===== src/rtl/dbf_fine_apod.sv =====
// Fractional-delay interpolation and apodisation weighting for one beamformer channel.
// Accept-to-output latency is 4 cycles; there is no backpressure, and a sample is taken whenever the accept term is true.
module dbf_fine_apod #(
    parameter int INPUT_WD = 14,
    parameter int APO_WD   = 16,
    parameter int FRAC_WD  = 8,
    parameter int ADDR_WD  = 6,
    parameter int ZONE_LEN = 16,
    parameter int OUT_WD   = 32
) (
    input  logic                       clk,
    input  logic                       rst_n,
    input  logic                       tx_en,
    input  logic                       start,
    input  logic signed [INPUT_WD-1:0] fd_din,
    input  logic                       fd_din_valid,
    input  logic signed [APO_WD-1:0]   apo_din,
    input  logic [ADDR_WD-1:0]         lut_addr,
    input  logic                       lut_we,
    input  logic [FRAC_WD-1:0]         lut_din,
    output logic signed [OUT_WD-1:0]   dbf_fd_dout,
    output logic                       dbf_fd_dout_valid,
    output logic [ADDR_WD-1:0]         zone_idx
);

    localparam int D_WD    = INPUT_WD + 1;
    localparam int Y_WD    = INPUT_WD + 2;
    localparam int PROD_WD = D_WD + FRAC_WD + 1;
    localparam int CNT_WD  = (ZONE_LEN > 1) ? $clog2(ZONE_LEN) : 1;
    localparam logic [CNT_WD-1:0]  CNT_LAST  = CNT_WD'(ZONE_LEN - 1);
    localparam logic [ADDR_WD-1:0] ZONE_LAST = {ADDR_WD{1'b1}};

    typedef enum logic {S_IDLE, S_RUN} state_t;

    state_t                     r_state;
    state_t                     w_state_nxt;

    logic [FRAC_WD-1:0]         r_lut [2**ADDR_WD];

    logic signed [INPUT_WD-1:0] r_prev;
    logic [CNT_WD-1:0]          r_cnt;
    logic [ADDR_WD-1:0]         r_zone;

    logic                       r_s1_vld;
    logic signed [INPUT_WD-1:0] r_s1_x;
    logic signed [D_WD-1:0]     r_s1_d;
    logic [FRAC_WD-1:0]         r_s1_f;
    logic signed [APO_WD-1:0]   r_s1_apo;

    logic                       r_s2_vld;
    logic signed [INPUT_WD-1:0] r_s2_x;
    logic signed [PROD_WD-1:0]  r_s2_prod;
    logic signed [APO_WD-1:0]   r_s2_apo;

    logic                       r_s3_vld;
    logic signed [Y_WD-1:0]     r_s3_y;
    logic signed [APO_WD-1:0]   r_s3_apo;

    logic                       r_s4_vld;
    logic signed [OUT_WD-1:0]   r_s4_prod;

    logic signed [OUT_WD-1:0]   r_dout;
    logic                       r_dout_vld;

    logic                       w_accept;
    logic                       w_clear;
    logic signed [D_WD-1:0]     w_d;
    logic signed [PROD_WD-1:0]  w_prod;
    logic signed [PROD_WD-1:0]  w_rnd;
    logic signed [PROD_WD-1:0]  w_shf;
    logic signed [Y_WD-1:0]     w_y;
    logic signed [OUT_WD-1:0]   w_out;

    assign w_accept = start & fd_din_valid & ~tx_en & (r_state == S_RUN);
    // Dropping start flushes everything in flight and rewinds the zone tracking.
    assign w_clear  = ~start;

    always_ff @(posedge clk or negedge rst_n) begin
        if (!rst_n) begin
            r_state <= S_IDLE;
        end else begin
            r_state <= w_state_nxt;
        end
    end

    always_comb begin
        w_state_nxt = r_state;
        case (r_state)
            S_IDLE:  if (start)  w_state_nxt = S_RUN;
            S_RUN:   if (!start) w_state_nxt = S_IDLE;
            default: w_state_nxt = S_IDLE;
        endcase
    end

    // Written from any state and not cleared by reset; the read below sees the pre-write value.
    always_ff @(posedge clk) begin
        if (lut_we) begin
            r_lut[lut_addr] <= lut_din;
        end
    end

    assign w_d    = D_WD'(r_prev) - D_WD'(fd_din);
    assign w_prod = PROD_WD'(r_s1_d) * PROD_WD'($signed({1'b0, r_s1_f}));
    assign w_rnd  = r_s2_prod + PROD_WD'(1 << (FRAC_WD - 1));
    assign w_shf  = w_rnd >>> FRAC_WD;
    assign w_y    = Y_WD'(PROD_WD'(r_s2_x) + w_shf);
    assign w_out  = OUT_WD'(r_s3_y) * OUT_WD'(r_s3_apo);

    always_ff @(posedge clk or negedge rst_n) begin
        if (!rst_n) begin
            r_prev     <= '0;
            r_cnt      <= '0;
            r_zone     <= '0;
            r_s1_vld   <= 1'b0;
            r_s1_x     <= '0;
            r_s1_d     <= '0;
            r_s1_f     <= '0;
            r_s1_apo   <= '0;
            r_s2_vld   <= 1'b0;
            r_s2_x     <= '0;
            r_s2_prod  <= '0;
            r_s2_apo   <= '0;
            r_s3_vld   <= 1'b0;
            r_s3_y     <= '0;
            r_s3_apo   <= '0;
            r_s4_vld   <= 1'b0;
            r_s4_prod  <= '0;
            r_dout     <= '0;
            r_dout_vld <= 1'b0;
        end else if (w_clear) begin
            r_prev     <= '0;
            r_cnt      <= '0;
            r_zone     <= '0;
            r_s1_vld   <= 1'b0;
            r_s2_vld   <= 1'b0;
            r_s3_vld   <= 1'b0;
            r_s4_vld   <= 1'b0;
            r_dout     <= '0;
            r_dout_vld <= 1'b0;
        end else begin
            r_s1_vld <= w_accept;
            if (w_accept) begin
                r_s1_x   <= fd_din;
                r_s1_d   <= w_d;
                r_s1_f   <= r_lut[r_zone];
                r_s1_apo <= apo_din;
                r_prev   <= fd_din;
                if (r_cnt == CNT_LAST) begin
                    r_cnt <= '0;
                    if (r_zone != ZONE_LAST) begin
                        r_zone <= r_zone + 1'b1;
                    end
                end else begin
                    r_cnt <= r_cnt + 1'b1;
                end
            end

            r_s2_vld   <= r_s1_vld;
            r_s2_x     <= r_s1_x;
            r_s2_prod  <= w_prod;
            r_s2_apo   <= r_s1_apo;

            r_s3_vld   <= r_s2_vld;
            r_s3_y     <= w_y;
            r_s3_apo   <= r_s2_apo;

            r_s4_vld   <= r_s3_vld;
            r_s4_prod  <= w_out;

            r_dout_vld <= r_s4_vld;
            r_dout     <= r_s4_vld ? r_s4_prod : '0;
        end
    end

    assign dbf_fd_dout       = r_dout;
    assign dbf_fd_dout_valid = r_dout_vld;
    assign zone_idx          = r_zone;

endmodule


===== config.mk =====
export PLATFORM = sky130hd
export DESIGN_NAME = dbf_fine_apod
export DESIGN_NICKNAME = d
export VERILOG_FILES = /design/src/rtl/dbf_fine_apod.sv
export SDC_FILE = /design/constraint.sdc
export NUM_CORES = 2
export LEC_CHECK = 0
export BUFFER_PORTS_ARGS = -buffer_cell sky130_fd_sc_hd__buf_4
export CELL_PAD_IN_SITES_DETAIL_PLACEMENT = 1
export CELL_PAD_IN_SITES_GLOBAL_PLACEMENT = 2
export CORE_ASPECT_RATIO = 1.1
export CORE_MARGIN = 4
export CORE_UTILIZATION = 35
export DETAILED_ROUTE_END_ITERATION = 6
export GPL_TIMING_DRIVEN = 0
export PLACE_DENSITY = 0.76
export SYNTH_ARGS = -nofsm -noshare
export SYNTH_HDL_FRONTEND = slang
export SYNTH_SLANG_ARGS = --single-unit

===== constraint.sdc =====
create_clock -name clk -period 15.8 [get_ports clk]
set_input_delay 0.79 -clock clk [delete_from_list [all_inputs] [get_ports clk]]
set_output_delay 0.79 -clock clk [all_outputs]
set_load 0.05 [all_outputs]

# Yosys cells after proc, flatten, opt, wreduce, memory -nomap -nowiden
# Memories as Yosys holds them, arrays and structs flattened. A register that Yosys moved wholly into a read port is not among the register bits.
# Index checks and enable logic that the tools add are counted.
# totals
register_bits	225
latch_bits	0
mem_bits_rw	512
mem_bits_ro	0
input_bits	50
output_inout_bits	39
word_cells	58
memories	1
# classes
n_addsub	5
n_mul	2
n_div	0
magnitude_cmp	0
eq_ne	5
shift	0
muxes	19
n_bitwise	4
reduce_logical	3
# memory_table
name	depth	word_bits	read_ports	rd_ports_with_merged_regs	write_ports	line_no	text
r_lut	64	8	1	1	1	38	logic [FRAC_WD-1:0] r_lut [2**ADDR_WD];
# op_table
op	count
32-bit 2-to-1 mux	2
16-bit by 16-bit multiplier with 32-bit output	1
14-bit 2-to-1 mux	2
24-bit by 9-bit adder with 24-bit output, second input constant	1
15-bit by 9-bit multiplier with 24-bit output	1
6-bit 2-to-1 mux	4
14-bit by 16-bit adder with 16-bit output	1
14-bit by 14-bit subtractor with 15-bit output	1
4-bit 2-to-1 mux	3
1-bit 2-to-1 mux	8
6-bit by 1-bit adder with 6-bit output, second input constant	1
2-bit by 1-bit inequality test with 1-bit output, second input constant	3
6-bit inequality test, second input constant	1
4-bit by 1-bit adder with 4-bit output, second input constant	1
4-bit == test, second input constant	1
1-bit AND	3
3-bit AND reduction	1
2-bit AND reduction	1
1-bit zero test	1
1-bit NOT	1

# Logic depth before layout (Yosys ltp)
# logic_depth
depth_word	5
mapped_depth	23

# Worst setup path before layout
# Ideal clock, no wire load.
# synth_timing
kind	register -> register
from	register r_s3_y[15]
to	register r_s4_prod[29]
setup_time_ps	87
arrival_ps	6211
required_time_ps	15713
path_slack_ps	9503
stages_incl_launch_ff	21
n_path_buf	1
synth_period_minus_slack_ps	6297
path_cell_list	dfrtp_1 -> clkbuf_1 -> nand2_1 -> inv_1 -> fa_1 -> fa_1 -> fa_1 -> fa_1 -> fa_1 -> inv_1 -> fa_1 -> inv_1 -> ha_1 -> nand2_1 -> nand2_1 -> a21o_1 -> a221o_1 -> a21oi_1 -> or4b_1 -> a2111o_1 -> o211ai_1
# synth_via
elab_chain_cells	1
# synth_rtl
item	line_no	text
from (decl)	56	logic signed [Y_WD-1:0] r_s3_y;
from (signal assigned)	164	r_s3_y <= w_y;
16-bit by 16-bit multiplier with 32-bit output	107	assign w_out = OUT_WD'(r_s3_y) * OUT_WD'(r_s3_apo);
to (signal assigned)	168	r_s4_prod <= w_out;
to (decl)	60	logic signed [OUT_WD-1:0] r_s4_prod;
# Every way passes these cells.
# A chain may end at the register's enable or synchronous reset.

# Final worst setup path
# layout_timing
from	register r_s3_apo[2]
to	register r_s4_prod[30]
# layout_via
elab_chain_cells	1
# layout_rtl
item	line_no	text
from (decl)	57	logic signed [APO_WD-1:0] r_s3_apo;
from (signal assigned)	165	r_s3_apo <= r_s2_apo;
16-bit by 16-bit multiplier with 32-bit output	107	
# Every way passes these cells.

==> out/results.txt <==
Outcome: complete, no violations
Worst hold path type: in2reg
Fillers: 12900
Number of violations reported at the end of detailed-routing iteration 0: 1864
Setup TNS Final: 0 ns
Clk pin slew, worst setup/hold paths: 0.06 ns
Number of max-capacitance violations reported: 0
Data arrival time of the critical path: 8.03 ns
Setup repair bufs after CTS: 0
Worst slew margin: 0.0961
Initial core utilization: 0.353
Required time of the critical path: 16.32 ns
Synthesized net count: 3822
Overall die area: 130000 um2
Wire length of the first global-routing pass: 183 mm
Post-Syn Area per Cell: 13.4 um2
Clock Latency Late Sink: 0.69 ns
Actual slew at the worst max-slew pin: 1.35 ns
Post-route fraction of the period consumed by the critical path: 0.475
Unique cell type count in the Yosys netlist: 68
Post-layout net count: 3994
Root Buffer: sky130_fd_sc_hd__clkbuf_16
DRC viols: 0
Seq cells post-synth: 738
H-tree depth reported by CTS: 3
Overall die height: 378 um
Global-route usage over all layers: 0.189
Number of buffers inserted for hold repair after clock tree synthesis: 1
Most used flip-flop cell after synthesis: sky130_fd_sc_hd__edfxtp_1
Number of gates resized after cts: 0
Final HPWL from detailed placement: 88.0 mm
Antenna violations before repair: 5
Synth Instances: 3255
Final-report max-slew violation count: 0
Number of vias per cell after detailed routing: 5.07
Sinks on Clock Net: 738
IO buf count: 83
Number of routed nets with antenna violations: 0
Overflow left after global routing: 0
Number of synthesized flops with an enable pin: 512
Synthesis warning total: 0
Detailed Routing Iterations Pass 1: 5
CTS max path bufs: 3
Asr flop ratio synth: 0.306
Capturing element type of the critical path: register
Final estimated routing congestion in global placement: 0.829
WL per Instance: 23.2 um
Final period demand of the worst path: 7.50 ns
Worst Setup Start Kind: register
Core Box Area: 123000 um2
Number of standard-cell rows in the floorplan: 135
CTS tree: yes
Cell area after technology mapping: 43500 um2
Largest net degree at the start of global routing: 107
Vias in the first global route: 29000
Class of the most critical setup path: reg2reg
Synthesis-to-layout area growth: 13.2%
TritonCTS Buffers: 84
Total detailed-routing wirelength: 119 mm
RSZ-0062 raised after global routing: no
Max FO, Critical Path: 10
Vias post-DR: 26100
Final count of hold timing violations: 0
Timing-limited maximum frequency: 133 MHz
Io pins: 89
Final core utilization: 0.400
Fraction of layout instances using a drive strength above 1: 0.142
Final setup violation count: 0
Width of the chip: 344 um
Clock skew: 0.0479 ns
Post-synthesis sequential area ratio: 0.483
==> final cells by class <==
cell class,count,area (um2),share of cell area
antenna,3,7.51,0.000152
buffer,136,558,0.0113
clock buffer,105,2230,0.0453
clock inverter,50,746,0.0151
inverter,446,1670,0.0340
multi-input combinational,1935,20300,0.411
sequential,738,21000,0.427
tap,1644,2060,0.0418
timing repair buffer,86,696,0.0141
==> through the flow <==
step	hold WS, ns	setup slack (ns)	std cells	area (um2)
2_1_floorplan	0.434	9.50	3255	43500
3_3_place_gp	0.438	8.30	4982	46200
3_5_place_dp	0.447	8.28	4984	46300
4_1_cts	0.254	8.29	5140	49300
5_1_grt	0.284	7.91	5140	49300
6_report	0.301	8.30	5143	49300
==> kinds of logic after synthesis <==
logic type                 after synthesis  share of synthesized area
and+or+nand+nor                        862                     0.0970
AOI/OAI and AO/OA                      227                     0.0339
adders and majority gates              517                      0.211
buffers and inverters                  582                     0.0513
xor gates and xnor gates                78                     0.0157
DFF                                    738                      0.483
muxes                                  251                      0.108
==> synthesized netlist by cell type, types with 16 or more instances <==
| cell | count | area share |
|---|---|---|
| sky130_fd_sc_hd__a21o_1 | 21 | 0.0036 |
| sky130_fd_sc_hd__a21oi_1 | 42 | 0.0048 |
| sky130_fd_sc_hd__and2_1 | 203 | 0.029 |
| sky130_fd_sc_hd__and3_1 | 46 | 0.0066 |
| sky130_fd_sc_hd__buf_1 | 16 | 0.0014 |
| sky130_fd_sc_hd__clkbuf_1 | 105 | 0.0091 |
| sky130_fd_sc_hd__dfrtp_1 | 226 | 0.13 |
| sky130_fd_sc_hd__edfxtp_1 | 512 | 0.35 |
| sky130_fd_sc_hd__fa_1 | 359 | 0.17 |
| sky130_fd_sc_hd__ha_1 | 158 | 0.045 |
| sky130_fd_sc_hd__inv_1 | 446 | 0.038 |
| sky130_fd_sc_hd__mux2_2 | 82 | 0.021 |
| sky130_fd_sc_hd__mux4_2 | 168 | 0.087 |
| sky130_fd_sc_hd__nand2_1 | 331 | 0.029 |
| sky130_fd_sc_hd__nand3_1 | 39 | 0.0045 |
| sky130_fd_sc_hd__nor2_1 | 130 | 0.011 |
| sky130_fd_sc_hd__nor3_1 | 24 | 0.0028 |
| sky130_fd_sc_hd__o21ai_0 | 66 | 0.0076 |
| sky130_fd_sc_hd__xnor2_1 | 61 | 0.012 |
| sky130_fd_sc_hd__xor2_1 | 17 | 0.0034 |
==> metal layers <==
| metal | GRT usage | wire length, um |
|---|---|---|
| met5 | 0 | 7 |
| met4 | 0.0624 | 4000 |
| met3 | 0.0286 | 5990 |
| met2 | 0.319 | 58500 |
| met1 | 0.250 | 50600 |
==> flip-flops by register name, indices dropped and copies added (netlist names) <==
signal and flops:
r_lut 512, dbf_fd_dout 32, r_s4_prod 32, r_s2_prod 17, r_s1_apo 16, r_s2_apo 16
r_s3_apo 16, r_s3_y 16, r_s1_d 15, r_prev 14, r_s1_x 14, r_s2_x 14
r_s1_f 8, zone_idx 6, r_cnt 4, dbf_fd_dout_valid 1, r_s1_vld 1, r_s2_vld 1
r_s3_vld 1, r_s4_vld 1, r_state 1
==> placed cells by master, fill, tap and decap left out, types with 46 or more instances in the layout <==
master,netlist,routed
sky130_fd_sc_hd__ha_1,158,158
sky130_fd_sc_hd__dfrtp_1,226,226
sky130_fd_sc_hd__nor2_1,130,130
sky130_fd_sc_hd__clkbuf_1,105,121
sky130_fd_sc_hd__and3_1,46,46
sky130_fd_sc_hd__edfxtp_1,512,512
sky130_fd_sc_hd__nand2_1,331,331
sky130_fd_sc_hd__and2_1,203,203
sky130_fd_sc_hd__mux2_2,82,82
sky130_fd_sc_hd__xnor2_1,61,61
sky130_fd_sc_hd__mux4_2,168,168
sky130_fd_sc_hd__inv_1,446,446
sky130_fd_sc_hd__buf_4,9,91
sky130_fd_sc_hd__o21ai_0,66,66
sky130_fd_sc_hd__clkbuf_16,0,84
sky130_fd_sc_hd__fa_1,359,359
==> final timing paths <==
check                       startpoint            end  slack [ns]  depth (start not counted)
setup / recovery           r_s3_apo[2]  r_s4_prod[30]        8.30                         20
hold / removal              apo_din[5]    r_s1_apo[5]        0.30                          3
setup reg to reg           r_s3_apo[2]  r_s4_prod[30]        8.30                         20
hold reg to reg               r_s2_vld       r_s3_vld        0.46                          1
max in group asynchronous        rst_n  r_s4_prod[27]       13.93                          4
min in group asynchronous        rst_n     r_s1_d[14]        0.53                          2
==> worst max-delay path, cell delays in order (launching register included) <==
cell                       delay, ns
sky130_fd_sc_hd__dfrtp_1        0.51
sky130_fd_sc_hd__clkbuf_1       0.62
sky130_fd_sc_hd__nand2_1        0.20
sky130_fd_sc_hd__inv_1          0.12
sky130_fd_sc_hd__fa_1           0.59
sky130_fd_sc_hd__fa_1           0.87
sky130_fd_sc_hd__fa_1           0.52
sky130_fd_sc_hd__fa_1           0.53
sky130_fd_sc_hd__fa_1           0.50
sky130_fd_sc_hd__inv_1          0.05
sky130_fd_sc_hd__fa_1           0.47
sky130_fd_sc_hd__inv_1          0.04
sky130_fd_sc_hd__ha_1           0.36
sky130_fd_sc_hd__and4_1         0.29
sky130_fd_sc_hd__a41o_1         0.25
sky130_fd_sc_hd__a31oi_1        0.22
sky130_fd_sc_hd__o21ai_0        0.19
sky130_fd_sc_hd__a21oi_1        0.25
sky130_fd_sc_hd__a21oi_1        0.14
sky130_fd_sc_hd__o21ai_0        0.17
sky130_fd_sc_hd__or3b_2         0.45
Power is not shown: default switching activity piles up to over one toggle a cycle in this logic, so the estimate is an artifact.
